File: config.mk
export PLATFORM = sky130hd
export DESIGN_NAME = mux_arbiter
export DESIGN_NICKNAME = d
export VERILOG_FILES = /design/src/rtl/mux_arb_pkg.sv /design/src/rtl/mux2_w.sv /design/src/rtl/mux_arbiter.sv
export SDC_FILE = /design/constraint.sdc
export NUM_CORES = 1
export LEC_CHECK = 0
export ABC_CLOCK_PERIOD_IN_PS = 1800
export CAP_MARGIN = 20
export CORE_MARGIN = 2
export CORE_UTILIZATION = 30
export DETAILED_ROUTE_END_ITERATION = 12
export MAX_ROUTING_LAYER = met4
export PLACE_DENSITY = 0.75
export SLEW_MARGIN = 10
export SYNTH_ARGS = -nofsm -noshare
export SYNTH_HDL_FRONTEND = slang
export SYNTH_SLANG_ARGS = --single-unit
File: constraint.sdc
create_clock -name clk -period 1.8 [get_ports clk]
set_input_delay 0.45 -clock clk [delete_from_list [all_inputs] [get_ports clk]]
set_output_delay 0.45 -clock clk [all_outputs]
set_load 0.05 [all_outputs]
File: src/rtl/mux_arb_pkg.sv
// -----------------------------------------------------------------------------
// mux_arb_pkg
// Shared types and constants for the two-requester mux arbiter.
//   arb_state_t : arbiter FSM state (IDLE, GNT0, GNT1)
//   SRC0 / SRC1 : source indices; also the mux select value for each source
// -----------------------------------------------------------------------------
package mux_arb_pkg;

  typedef enum logic [1:0] {
    IDLE = 2'd0,
    GNT0 = 2'd1,
    GNT1 = 2'd2
  } arb_state_t;

  localparam logic SRC0 = 1'b0;
  localparam logic SRC1 = 1'b1;

endpackage : mux_arb_pkg

File: src/rtl/mux2_w.sv
// -----------------------------------------------------------------------------
// mux2_w
// WIDTH-bit 2:1 multiplexer, purely combinational.
// Ports:
//   a   in  WIDTH  input chosen when sel = 0
//   b   in  WIDTH  input chosen when sel = 1
//   sel in  1      select
//   f   out WIDTH  sel ? b : a
// -----------------------------------------------------------------------------
module mux2_w #(
  parameter int WIDTH = 8
) (
  input  logic [WIDTH-1:0] a,
  input  logic [WIDTH-1:0] b,
  input  logic             sel,
  output logic [WIDTH-1:0] f
);

  assign f = sel ? b : a;

endmodule : mux2_w

File: src/rtl/mux_arbiter.sv
// -----------------------------------------------------------------------------
// mux_arbiter
// Two-requester round-robin arbiter owning the select line of a shared 2:1
// mux. The winner is registered; its payload is steered onto out_data through
// a mux2_w instance.
//
// Optional feature macro: MUX_ARB_TIMEOUT_EN
//   When defined, a source holding the grant while the other source requests
//   is preempted after MAX_HOLD such cycles. When undefined, a grant is held
//   until its request drops and MAX_HOLD has no effect.
//
// Parameters:
//   WIDTH     data width of each source and of out_data
//   MAX_HOLD  preemption limit in cycles (>= 2), timeout build only
// Ports:
//   clk        in   1      clock, rising edge
//   rst_n      in   1      asynchronous active-low reset
//   req0/req1  in   1      requests from source 0 / source 1
//   data0/1    in   WIDTH  source payloads
//   gnt0/gnt1  out  1      registered grants, one-hot or zero
//   sel        out  1      registered mux select (0 -> data0, 1 -> data1)
//   out_valid  out  1      gnt0 | gnt1
//   out_data   out  WIDTH  sel ? data1 : data0
// -----------------------------------------------------------------------------
module mux_arbiter
  import mux_arb_pkg::*;
#(
  parameter int WIDTH    = 8,
  parameter int MAX_HOLD = 4
) (
  input  logic             clk,
  input  logic             rst_n,
  input  logic             req0,
  input  logic             req1,
  input  logic [WIDTH-1:0] data0,
  input  logic [WIDTH-1:0] data1,
  output logic             gnt0,
  output logic             gnt1,
  output logic             sel,
  output logic             out_valid,
  output logic [WIDTH-1:0] out_data
);

  // A MAX_HOLD below 2 would preempt on the very first waiting cycle; the
  // empty block only exists so an illegal value is easy to spot in a netlist.
  if (MAX_HOLD < 2) begin : g_max_hold_too_small
  end

  arb_state_t state_q, state_d;
  logic       gnt0_q, gnt0_d;
  logic       gnt1_q, gnt1_d;
  logic       sel_q, sel_d;
  logic       last_q, last_d;

`ifdef MUX_ARB_TIMEOUT_EN
  localparam int HOLD_W = (MAX_HOLD > 2) ? $clog2(MAX_HOLD) : 1;
  localparam logic [HOLD_W-1:0] HOLD_LAST = HOLD_W'(MAX_HOLD - 1);

  logic [HOLD_W-1:0] hold_cnt_q, hold_cnt_d;
  logic              other_req;
  logic              hold_expired;

  // The "other" request is the one waiting behind the current grant.
  always_comb begin
    other_req = 1'b0;
    case (state_q)
      GNT0:    other_req = req1;
      GNT1:    other_req = req0;
      default: other_req = 1'b0;
    endcase
  end

  assign hold_expired = other_req && (hold_cnt_q == HOLD_LAST);
`endif

  // Next-state logic.
  always_comb begin
    state_d = state_q;
    case (state_q)
      IDLE: begin
        if (req0 && req1) begin
          // Contention: the source that was not granted last wins.
          state_d = (last_q == SRC0) ? GNT1 : GNT0;
        end else if (req0) begin
          state_d = GNT0;
        end else if (req1) begin
          state_d = GNT1;
        end
      end
      GNT0: begin
        if (!req0) begin
          // Direct handoff, no IDLE bubble, when the other side is waiting.
          state_d = req1 ? GNT1 : IDLE;
        end
`ifdef MUX_ARB_TIMEOUT_EN
        else if (hold_expired) begin
          state_d = GNT1;
        end
`endif
      end
      GNT1: begin
        if (!req1) begin
          state_d = req0 ? GNT0 : IDLE;
        end
`ifdef MUX_ARB_TIMEOUT_EN
        else if (hold_expired) begin
          state_d = GNT0;
        end
`endif
      end
      default: state_d = IDLE;
    endcase
  end

  // Registered outputs are derived from the next state so they line up with
  // the state register. sel and last only move on entry to a grant, so the
  // mux keeps pointing at the previous owner while idle.
  always_comb begin
    gnt0_d = (state_d == GNT0);
    gnt1_d = (state_d == GNT1);
    sel_d  = sel_q;
    last_d = last_q;
    case (state_d)
      GNT0: begin
        sel_d  = SRC0;
        last_d = SRC0;
      end
      GNT1: begin
        sel_d  = SRC1;
        last_d = SRC1;
      end
      default: ;
    endcase
  end

`ifdef MUX_ARB_TIMEOUT_EN
  // Counts cycles the other source has waited under the current grant;
  // cleared on every grant change and whenever nobody is waiting.
  always_comb begin
    hold_cnt_d = '0;
    if (state_d == state_q && other_req) begin
      hold_cnt_d = (hold_cnt_q == HOLD_LAST) ? hold_cnt_q
                                             : hold_cnt_q + HOLD_W'(1);
    end
  end
`endif

  always_ff @(posedge clk or negedge rst_n) begin
    if (!rst_n) begin
      state_q    <= IDLE;
      gnt0_q     <= 1'b0;
      gnt1_q     <= 1'b0;
      sel_q      <= SRC0;
      last_q     <= SRC1;  // source 0 wins the first contention
`ifdef MUX_ARB_TIMEOUT_EN
      hold_cnt_q <= '0;
`endif
    end else begin
      state_q    <= state_d;
      gnt0_q     <= gnt0_d;
      gnt1_q     <= gnt1_d;
      sel_q      <= sel_d;
      last_q     <= last_d;
`ifdef MUX_ARB_TIMEOUT_EN
      hold_cnt_q <= hold_cnt_d;
`endif
    end
  end

  assign gnt0      = gnt0_q;
  assign gnt1      = gnt1_q;
  assign sel       = sel_q;
  assign out_valid = gnt0_q | gnt1_q;

  mux2_w #(
    .WIDTH (WIDTH)
  ) u_mux (
    .a   (data0),
    .b   (data1),
    .sel (sel_q),
    .f   (out_data)
  );

endmodule : mux_arbiter

Word level (Yosys, flattened, before mapping). Index checks and enable logic that the tools add are counted.

Eq/ne operators: 4. Mux-type cells: 11. Bitwise logic cells: 1. Reduce and logical (&&, ||, !) cells: 3.

Operators with widths (count): 2-bit two-way mux (7); 8-bit two-way mux (1); 2-bit one-hot mux with 3 select lines (1); 2-bit by 1-bit == test with 1-bit output, second input constant (2); 2-bit == test, second input constant (2); 2-bit logical NOT (1); 1-bit one-hot mux with 2 select lines (1); 2-bit nonzero test (1); 1-bit logical AND (1); 1-bit two-way mux (1); 1-bit bitwise OR (1).

Register bits: 6. Input bits: 20. Output and inout port bits: 12. Logic and storage cells: 24.

Longest topological paths before layout.
Word-level depth: 6. Depth in mapped cells: 5. Mapped depth without buffers: 5.

Hierarchy. A second synthesis with hierarchy kept.

Cell total of the unflattened synthesis: 32. Area, all modules: 399.1 um^2.

By module, submodules not included: mux_arbiter (times used 1, cells an instance 23, area each 267.8 um^2, seq. area each 151.4 um^2); mux2_w (times used 1, cells an instance 9, area each 131.4 um^2, seq. area each 0.0 um^2).

Least setup slack after synthesis. Ideal clock, no wire load.

Path type: register to output. Start point: reg sel_q, in the netlist sel. End point: out out_data[0]. Data arrival time: 1.229 ns. Required time: 1.350 ns. Setup slack: 0.121 ns. Stages on the path, launching flop included: 3. Path buffers: 1. Cell sequence: dfrtp_1 -> buf_6 -> mux2_4.

Cells in the longest elaborated chain, start to end: 1.

Ends and longest elaborated chain: from (decl) (RTL line mux_arbiter.sv:52) `logic sel_q, sel_d;`; from (signal assigned) (RTL line mux_arbiter.sv:162) `sel_q <= sel_d;`; 8-bit two-way mux (RTL line mux2_w.sv:19) `assign f = sel ? b : a;`; to (decl) (RTL line mux_arbiter.sv:41) `output logic [WIDTH-1:0] out_data`.

No other way between the ends.

Worst setup path after layout.
Start point: reg sel_q, in the netlist sel. End point: out out_data[4].

The elaborated chain is that of the path after synthesis.

==> reports/qor.yml <==
cp_data_arrival_time_ps: 1300
clk_pin_slew_worst_paths_ps: 50
placementRows: 13
wl_per_cell_um: 13.0
die_h_um: 40.2
netlist-cell-type-count: 16
outcome: "complete, no violations"
max_stage_delay_ps: 560
hp-class: "in2async"
synth.top_cells.by_area: "sky130_fd_sc_hd__dfrtp_1 32%, sky130_fd_sc_hd__mux2_4 30%, sky130_fd_sc_hd__dfstp_2 6.7%, sky130_fd_sc_hd__ha_1 6.3%, sky130_fd_sc_hd__nand2_1 3.8%"
critical_path_peak_fanout: 10
max_freq_mhz: 570
postSynthAreaPerCell_um2: 12.3
yosys_warnings: 0
cellLeakagePower_nw: 0.380
effective_utilization_at_floorplan_pct: 31.1
synth.cells.most_frequent: "8 x sky130_fd_sc_hd__mux2_4, 5 x sky130_fd_sc_hd__dfrtp_1, 4 x sky130_fd_sc_hd__nand2_1"
clock_latency_ps: 250
synth_enable_flop_cells: 0
maxCapViolCount: 0
cts_htree_levels: 1
postPlaceCellArea_um2: 795
tritoncts.num_buffers: 3
synth_top_area_share_pct: 31.7
area_enclosed_by_the_die_boundary_um2: 1620
drt_iter0_markers: 3
core_area_um2: 1270
grt_max_degree: 11
globalRouteOverflowTotal: 0
drv_slew: 0
peakVddDrop_mv: 0.846
synth_cells: 32
path_cells: "mux2_4 > buf_12"
ys.flop_type: "sky130_fd_sc_hd__dfrtp_1"
drt_pre_antenna_iters: 4
timing.critical_path.to_type: "output port"
cts.path.max_buffers: 2
final-setup-viol-count: 0
cts_root_buf: "sky130_fd_sc_hd__clkbuf_4"
timing.critical_path.required_ps: 1350
synth_sequential_area_ratio_pct: 38.4
design.portCount: 32
port_buffers: 31
grt_setup_unrepaired: "no"
clock-skew-final_ps: 3.82
vias: 364
route.final.wire_length_mm: 1.06
area_growth_pct: 109
cts_tree: "yes"
clock-sinks: 6
die_span_in_x_um: 40.2
ys_async_sr_fraction_pct: 100
power_density_nw_per_um2: 1410
postLayoutCellArea_um2: 822
worst-r2r-cell-count: 5
groute.usage.overall_pct: 16.0
globalplace.congestion: 0.822
slowest_stage: "sky130_fd_sc_hd__dfrtp_2"
antenna_cells: 0
post-route-min-period_ps: 1750
route.detailed.drc: 0
finalCritPeriodShare_pct: 97.5
final_net_count: 89
slew_headroom_pct: 78.3
mapped_nets: 54
synth.largest_area_cell: "sky130_fd_sc_hd__dfrtp_1"
grt_antenna_before_repair: 0
worst_setup_path_start_kind: "flip-flop"
criticalPathCategory: "reg2out"
yosys.cell_count.top_type: "sky130_fd_sc_hd__mux2_4"
grt_pass1_vias: 327
worst_pin_slew_ps: 325
netlist_area_before_placement_um2: 394
synth-seq-cells: 6
antenna_violating_nets_post_route: 0
hold-worst-slack_ps: 441
first_pass_grt_wire_length_mm: 1.56
report.final.hold_viol_count: 0
vias_per_cell: 4.49
ratio_of_cells_with_drive_above_1_in_the_final_layout_pct: 40.9
==> critical path, delay by kind of cell (launching register included) <==
family	cells	cell delay (ps)
flops	1	560
mux	1	350
buf+inv	1	150
==> worst paths after layout <==
check / startpoint / endpoint / slack (ps)
max in group asynchronous: rst_n / last_q / 1090
hold / removal: rst_n / gnt1 / 440
setup / recovery: sel / out_data[4] / 50
min in group clk: last_q / last_q / 480
setup reg to reg: last_q / sel / 400
hold reg to reg: last_q / last_q / 480
==> layout make-up <==
class                           count  area, um2
Fill cell                          99        447
Timing Repair Buffer               31        393
Multi-Input combinational cell     25        231
Sequential cell                     6        153
Clock buffer                        4       26.3
Tap cell                           15       18.8
==> registers in the layout (all words and copies together) (netlist names) <==
| name | cells |
|---|---|
| gnt0 | 1 |
| gnt1 | 1 |
| last_q | 1 |
| sel | 1 |
| state_q | 2 |
==> metrics by stage <==
step / total power [mW] / worst slack (ps) / instances / setup TNS, ps / util, %
after floorplan: 0.693 / 121 / 32 / 0 / -
after CTS: 1.16 / 42.2 / 81 / 0 / 64.8
after global placement: 1.02 / -22.4 / 77 / -39.8 / 62.6
after global routing: 1.23 / 5.52 / 81 / 0 / 64.8
after detailed placement: 1.02 / -55.0 / 77 / -106 / 62.6
final: 1.16 / 45.7 / 81 / 0 / 64.8
==> power breakdown <==
part	leakage (nW)	switching, mW	internal (mW)	total [mW]
sequential	0.0728	0.0681	0.182	0.250
combinational	0.292	0.378	0.394	0.771
clock	0.0150	0.0535	0.0843	0.138
==> cell families after synthesis <==
logic type,Yosys count,synth area share [%]
buffers and inverters,1,2.86
AOI/OAI and AO/OA,5,8.89
adders and majority gates,2,6.35
DFF,6,38.4
and+or+nand+nor,10,13.0
muxes,8,30.5
==> layer usage <==
| layer | vias to the layer above | track usage [%] | part of all wire [%] |
|---|---|---|---|
| li1 | 178 | - | - |
| met1 | 171 | 21.1 | 45 |
| met2 | 15 | 19.4 | 47 |
| met3 | 0 | 8.33 | 7.5 |
| met4 | 0 | 7.50 | 0 |
| met5 | - | - | 0 |
==> repair_timing <==
| action | in CTS | in global routing |
|---|---|---|
| resized for setup | 1 | 0 |
| setup buffers | 0 | 0 |
| hold buffers | 0 | 0 |
| endpoints found under the setup margin | 8 | 0 |
==> layout by cell type (no fill, tap or decap) <==
cell type and instances:
sky130_fd_sc_hd__clkdlybuf4s50_1 19, sky130_fd_sc_hd__buf_12 9, sky130_fd_sc_hd__mux2_4 8, sky130_fd_sc_hd__nand2_1 4, sky130_fd_sc_hd__dfrtp_1 4, sky130_fd_sc_hd__clkbuf_4 3
sky130_fd_sc_hd__buf_4 3, sky130_fd_sc_hd__nand2b_1 2, sky130_fd_sc_hd__ha_1 2, sky130_fd_sc_hd__nor2b_1 1, sky130_fd_sc_hd__nor3b_1 1, sky130_fd_sc_hd__a21o_1 1
sky130_fd_sc_hd__nor2_1 1, sky130_fd_sc_hd__o21ba_2 1, sky130_fd_sc_hd__o21a_1 1, sky130_fd_sc_hd__or2_2 1, sky130_fd_sc_hd__o21ai_0 1, sky130_fd_sc_hd__a21oi_1 1
sky130_fd_sc_hd__clkbuf_1 1, sky130_fd_sc_hd__dfstp_2 1, sky130_fd_sc_hd__dfrtp_2 1
Note: power is estimated with default switching activity, not from simulation.
